File: src/rtl/instr_prefetch_unit.sv
`default_nettype none
// ============================================================================
// Module : instr_prefetch_unit
// Credit-limited sequential instruction prefetcher feeding an async FIFO,
// with in-order local buffering and redirect flush.
// Rev    : 1.0
// ============================================================================
module instr_prefetch_unit #(
  parameter int                DATA_SIZE  = 32,
  parameter int                ADDR_W     = 11,
  parameter int                BUF_DEPTH  = 4,
  parameter logic [ADDR_W-1:0] RESET_ADDR = '0
) (
  input  logic                 clk,
  input  logic                 resetn,
  input  logic                 enable,
  input  logic                 branch_valid,
  input  logic [ADDR_W-1:0]    branch_address,
  output logic                 mem_r_en,
  output logic [ADDR_W-1:0]    mem_r_adrs,
  input  logic                 mem_r_valid,
  input  logic [DATA_SIZE-1:0] mem_data,
  input  logic                 fifo_full,
  output logic                 fifo_w_en,
  output logic [DATA_SIZE-1:0] fifo_w_data,
  output logic                 fifo_flush,
  output logic [ADDR_W-1:0]    fetch_pc,
  output logic                 proto_err
);

  localparam int c_PTR_W = (BUF_DEPTH > 1) ? $clog2(BUF_DEPTH) : 1;
  localparam int c_CNT_W = $clog2(BUF_DEPTH + 1);
  localparam logic [c_CNT_W:0]   c_CREDIT_MAX = (c_CNT_W + 1)'(BUF_DEPTH);
  localparam logic [c_PTR_W-1:0] c_PTR_LAST   = c_PTR_W'(BUF_DEPTH - 1);

  typedef enum logic [1:0] {
    ST_IDLE  = 2'd0,
    ST_FETCH = 2'd1,
    ST_DRAIN = 2'd2
  } state_t;

  state_t               r_state;
  logic [ADDR_W-1:0]    r_pc;
  logic [c_CNT_W-1:0]   r_outstanding;
  logic [c_CNT_W-1:0]   r_buf_count;
  logic [c_PTR_W-1:0]   r_wr_ptr;
  logic [c_PTR_W-1:0]   r_rd_ptr;
  logic [DATA_SIZE-1:0] r_buf [BUF_DEPTH];
  logic                 r_mem_r_en;
  logic [ADDR_W-1:0]    r_mem_r_adrs;
  logic                 r_fifo_flush;
  logic                 r_proto_err;

  logic [c_CNT_W:0]     w_credit_sum;
  logic                 w_resp_ok;
  logic                 w_spurious;
  logic                 w_issue;
  logic                 w_buf_wr;
  logic                 w_pop;
  logic [c_CNT_W-1:0]   w_out_dec;

  function automatic logic [c_PTR_W-1:0] f_ptr_inc(input logic [c_PTR_W-1:0] p);
    return (p == c_PTR_LAST) ? '0 : p + 1'b1;
  endfunction

  // Outstanding reads plus buffered words never exceed BUF_DEPTH, so a
  // returning word always has a free slot.
  assign w_credit_sum = {1'b0, r_outstanding} + {1'b0, r_buf_count};
  assign w_resp_ok    = mem_r_valid && (r_outstanding != '0);
  assign w_spurious   = mem_r_valid && (r_outstanding == '0);
  assign w_issue      = (r_state == ST_FETCH) && enable && !branch_valid &&
                        (w_credit_sum < c_CREDIT_MAX);
  assign w_buf_wr     = (r_state == ST_FETCH) && !branch_valid && w_resp_ok;
  assign w_pop        = (r_state == ST_FETCH) && (r_buf_count != '0) && !fifo_full;
  assign w_out_dec    = r_outstanding - c_CNT_W'(w_resp_ok);

  always_ff @(posedge clk or negedge resetn) begin
    if (!resetn) begin
      r_state       <= ST_IDLE;
      r_pc          <= RESET_ADDR;
      r_outstanding <= '0;
      r_buf_count   <= '0;
      r_wr_ptr      <= '0;
      r_rd_ptr      <= '0;
      r_mem_r_en    <= 1'b0;
      r_mem_r_adrs  <= '0;
      r_fifo_flush  <= 1'b0;
      r_proto_err   <= 1'b0;
    end else begin
      r_mem_r_en   <= 1'b0;
      r_fifo_flush <= 1'b0;
      if (w_spurious) begin
        r_proto_err <= 1'b1;
      end
      case (r_state)
        ST_IDLE: begin
          if (branch_valid) begin
            r_pc <= branch_address;
          end
          if (enable) begin
            r_state <= ST_FETCH;
          end
        end
        ST_FETCH, ST_DRAIN: begin
          if (branch_valid) begin
            // Any response landing this cycle belongs to the old stream.
            r_pc          <= branch_address;
            r_fifo_flush  <= 1'b1;
            r_buf_count   <= '0;
            r_wr_ptr      <= '0;
            r_rd_ptr      <= '0;
            r_outstanding <= w_out_dec;
            r_state       <= (w_out_dec != '0) ? ST_DRAIN : ST_FETCH;
          end else if (r_state == ST_DRAIN) begin
            r_outstanding <= w_out_dec;
            if (w_out_dec == '0) begin
              r_state <= ST_FETCH;
            end
          end else begin
            if (w_issue) begin
              r_mem_r_en   <= 1'b1;
              r_mem_r_adrs <= r_pc;
              r_pc         <= r_pc + 1'b1;
            end
            r_outstanding <= r_outstanding + c_CNT_W'(w_issue) - c_CNT_W'(w_resp_ok);
            r_buf_count   <= r_buf_count + c_CNT_W'(w_buf_wr) - c_CNT_W'(w_pop);
            if (w_buf_wr) begin
              r_wr_ptr <= f_ptr_inc(r_wr_ptr);
            end
            if (w_pop) begin
              r_rd_ptr <= f_ptr_inc(r_rd_ptr);
            end
          end
        end
        default: r_state <= ST_IDLE;
      endcase
    end
  end

  always_ff @(posedge clk) begin
    if (w_buf_wr) begin
      r_buf[r_wr_ptr] <= mem_data;
    end
  end

  assign mem_r_en    = r_mem_r_en;
  assign mem_r_adrs  = r_mem_r_adrs;
  assign fifo_w_en   = w_pop;
  assign fifo_w_data = r_buf[r_rd_ptr];
  assign fifo_flush  = r_fifo_flush;
  assign fetch_pc    = r_pc;
  assign proto_err   = r_proto_err;

endmodule
`default_nettype wire
File: config.mk
export PLATFORM = sky130hd
export DESIGN_NAME = instr_prefetch_unit
export DESIGN_NICKNAME = d
export VERILOG_FILES = /design/src/rtl/instr_prefetch_unit.sv
export SDC_FILE = /design/constraint.sdc
export NUM_CORES = 1
export LEC_CHECK = 0
export CORE_ASPECT_RATIO = 1.75
export CORE_UTILIZATION = 23
export CTS_CLUSTER_DIAMETER = 40
export DETAILED_ROUTE_END_ITERATION = 10
export HOLD_SLACK_MARGIN = 0.06
export PLACE_DENSITY_LB_ADDON = 0.05
export SYNTH_ARGS = -nofsm -noshare
export SYNTH_HDL_FRONTEND = slang
export SYNTH_SLANG_ARGS = --single-unit
File: constraint.sdc
create_clock -name clk -period 4.6 [get_ports clk]
set_input_delay 0.69 -clock clk [delete_from_list [all_inputs] [get_ports clk]]
set_output_delay 0.69 -clock clk [all_outputs]
set_load 0.005 [all_outputs]
==> flow_metrics.tcl <==
set metrics [dict create \
    antenna_found_initial 0 \
    synth_cells 392 \
    fin_setup_tns_ns 0 \
    start_util_pct 23.5 \
    synth-compound-area-share_pct 4.80 \
    ys_top_cells_by_count "edfxtp_1, dfrtp_1, mux4_2" \
    dp_slack_ns 1.32 \
    instances_no_fill 899 \
    ys.warnings.count 0 \
    clkSinkCount 165 \
    cts_htree_levels 4 \
    drt_iter0_markers 123 \
    clk_pin_slew_ns 0.07 \
    fin_crit_ns 3.21 \
    ant_nets 0 \
    finalClockSkew_ns 0.0111 \
    design_area_um2 9010 \
    critPathLaunchType "flop" \
    fp.dieW_um 133 \
    synth_top_cell_area_share_pct 55.7 \
    async_flop_share_pct 22.4 \
    drcViolationCount 0 \
    syn-num-nets 461 \
    drt-pass1-iter-count 4 \
    hold_buffers 0 \
    dp_hpwl_um 10700 \
    syn_avg_cell_area_um2 17.6 \
    synth_mux_area_share_pct 14.0 \
    num_vias 3843 \
    portBuffers 106 \
    leakage_nw 3.10 \
    powerDensity_nw_per_um2 575 \
    rows 83 \
    rr_startpoint "r_outstanding[2]$_DFFE_PN0N_" \
    finalCritPeriodShare_pct 69.8 \
    dp.cells 867 \
    holdCritPathClass "in2async" \
    grt_start_max_net_pins 38 \
    die_h_um 231 \
    ctsResizeCount 0 \
    cap_violations 0 \
    nFillCells 2907 \
    ys_ff_latch 165 \
    ys.flop_type "edfxtp_1" \
    status "finished, final reports clean" \
    cts-root-buf "clkbuf_16" \
    totalWireLength_um 16600 \
    synth_simple_gate_area_share_pct 5.54 \
    setup_ws_ns 1.39 \
    fp.dieArea_um2 30800 \
    arrival_ns 2.52 \
    netlist_area_um2 6910 \
    dpl-instance-area_um2 8430 \
    crit_fanout 21 \
    rsz0062_at_grt "no" \
    synth_xor_area_share_pct 0.507 \
    gr-usage-all-layers_pct 11.7 \
    gp_congestion 0.700 \
    viasPerCell 4.27 \
    yosysTopAreaCell "edfxtp_1" \
    grt-ovfl-total 0 \
    tightest_slew_ns 0.980 \
    setup-violations-final 0 \
    multi_input_area_um2 1990 \
    slew_viol_final 0 \
    rr_worst_depth 11 \
    synth_top_family_by_area "multiplexers" \
    cts_inserted_buffers 17 \
    relSlewSlack_pct 34.6 \
    finalHoldViolCount 0 \
    grt_pass1_vias 4352 \
    peakVddDrop_mv 0.314 \
    finalNetCount 573 \
    area.growth.synth_to_final_pct 30.4 \
    synth.most_common_cell "edfxtp_1" \
    crit_required_ns 3.91 \
    clkLatencyLatePin_ns 0.43 \
    reg2reg_to "r_outstanding[2]$_DFFE_PN0N_" \
    grt_pass1_wl_um 26200 \
    num_antenna_cells 0 \
    crit_path_end_kind "output pin" \
    post_cts_buffers 0 \
    ys_types 48 \
    tritoncts "done" \
    routedWlPerCell_um 18.5 \
    ff2ff_setup_slack_ns 1.85 \
    core-area_um2 29400 \
    synth_fa_ha_area_share_pct 3.84 \
    layout-drive-gt1-share_pct 19.1 \
    synthTopCellsByArea "edfxtp_1, dfrtp_1, mux4_2" \
    clockBufferDepth 2 \
    regArea_um2 4770 \
    synth_seq_area_share_pct 69.1 \
    fmax_ghz 0.311 \
    synth_edf_count 128 \
    worstSetupPathType "reg2out" \
    ios 107 \
]
final cells by class:
class	instances	share of cell area, %
Sequential cell	165	53.0
Tap cell	382	5.31
Inverter	17	0.708
Multi-Input combinational cell	189	22.0
Clock buffer	17	4.72
Clock inverter	15	1.72
Timing Repair Buffer	114	12.5
report_power, final:
part / total, mW / switching [mW] / internal, mW
Combinational: 1.71 / 0.704 / 1.00
Sequential: 2.06 / 0.269 / 1.79
Clock: 1.41 / 0.612 / 0.801
per-stage QoR:
step | total power, mW | hold WS (ns) | util [%]
after floorplan | 2.98 | 0.394 | -
after global placement | 3.86 | 0.450 | 28.7
after detailed placement | 3.86 | 0.443 | 28.7
after CTS | 5.31 | 0.424 | 30.7
after global routing | 5.52 | 0.472 | 30.7
final | 5.18 | 0.395 | 30.7
routing by layer:
metal / wire (µm) / vias to the layer above / part of all wire (%) / GRT usage, %
met4: 291 / 0 / 1.8 / 5.42
met2: 9310 / 90 / 56 / 21.8
met3: 707 / 14 / 4.3 / 3.17
met5: 0 / - / 0 / 0
met1: 6290 / 1961 / 38 / 12.1
li1: - / 1778 / - / -
state kept, by name, summed over array words and instances, names as in the netlist:
signal	flops
r_state	2
r_buf	128
fifo_flush	1
r_rd_ptr	2
r_buf_count	3
fetch_pc	11
r_wr_ptr	2
proto_err	1
mem_r_adrs	11
r_outstanding	3
mem_r_en	1
placed cells by master (no fill, tap or decap), types with 3 or more instances in the layout:
cell / count
edfxtp_1: 128
clkdlybuf4s50_1: 105
dfrtp_1: 35
mux4_2: 32
ha_1: 18
inv_1: 17
clkbuf_16: 17
nor2_1: 12
nor3_1: 10
mux2_4: 10
a2bb2oi_1: 9
o21ai_0: 9
nand2_1: 8
o22ai_1: 8
a21oi_1: 7
buf_4: 7
nand3_1: 6
mux2i_1: 5
and3_2: 4
nor2b_1: 4
nand4_1: 4
xnor2_1: 4
mux2_2: 4
nand2b_1: 3
a211oi_1: 3
clkinv_2: 3
inv_6: 3
clkinv_4: 3
clkinvlp_4: 3
logic make-up (layout without fill, tap and decap cells):
family | after synthesis | count (layout)
buffers and inverters | 38 | 163
AOI/OAI and AO/OA | 48 | 48
adders and majority gates | 20 | 20
DFF | 165 | 165
and+or+nand+nor | 66 | 66
xor gates and xnor gates | 4 | 4
muxes | 51 | 51
critical path: stages (launching register included):
cell             delay [ns]
dfrtp_2                0.77
buf_12                 0.29
mux4_2                 0.52
clkdlybuf4s50_1        0.50
worst max-delay path by stage:
stage                                       startpoint                            to  slack (ns)  cells after the start
after global routing           r_rd_ptr[0]$_DFFE_PN0P_               fifo_w_data[24]        1.17                      3
after detailed placement                  branch_valid    r_buf_count[2]$_DFFE_PN0P_        1.32                     13
after global placement                    branch_valid    r_buf_count[2]$_DFFE_PN0P_        1.33                     13
after floorplan           r_outstanding[2]$_DFFE_PN0N_  r_outstanding[2]$_DFFE_PN0N_        2.02                     11
final                          r_rd_ptr[0]$_DFFE_PN0P_               fifo_w_data[24]        1.39                      3
after CTS                      r_rd_ptr[0]$_DFFE_PN0P_               fifo_w_data[24]        1.23                      3
(Power assumes the default switching activity.)
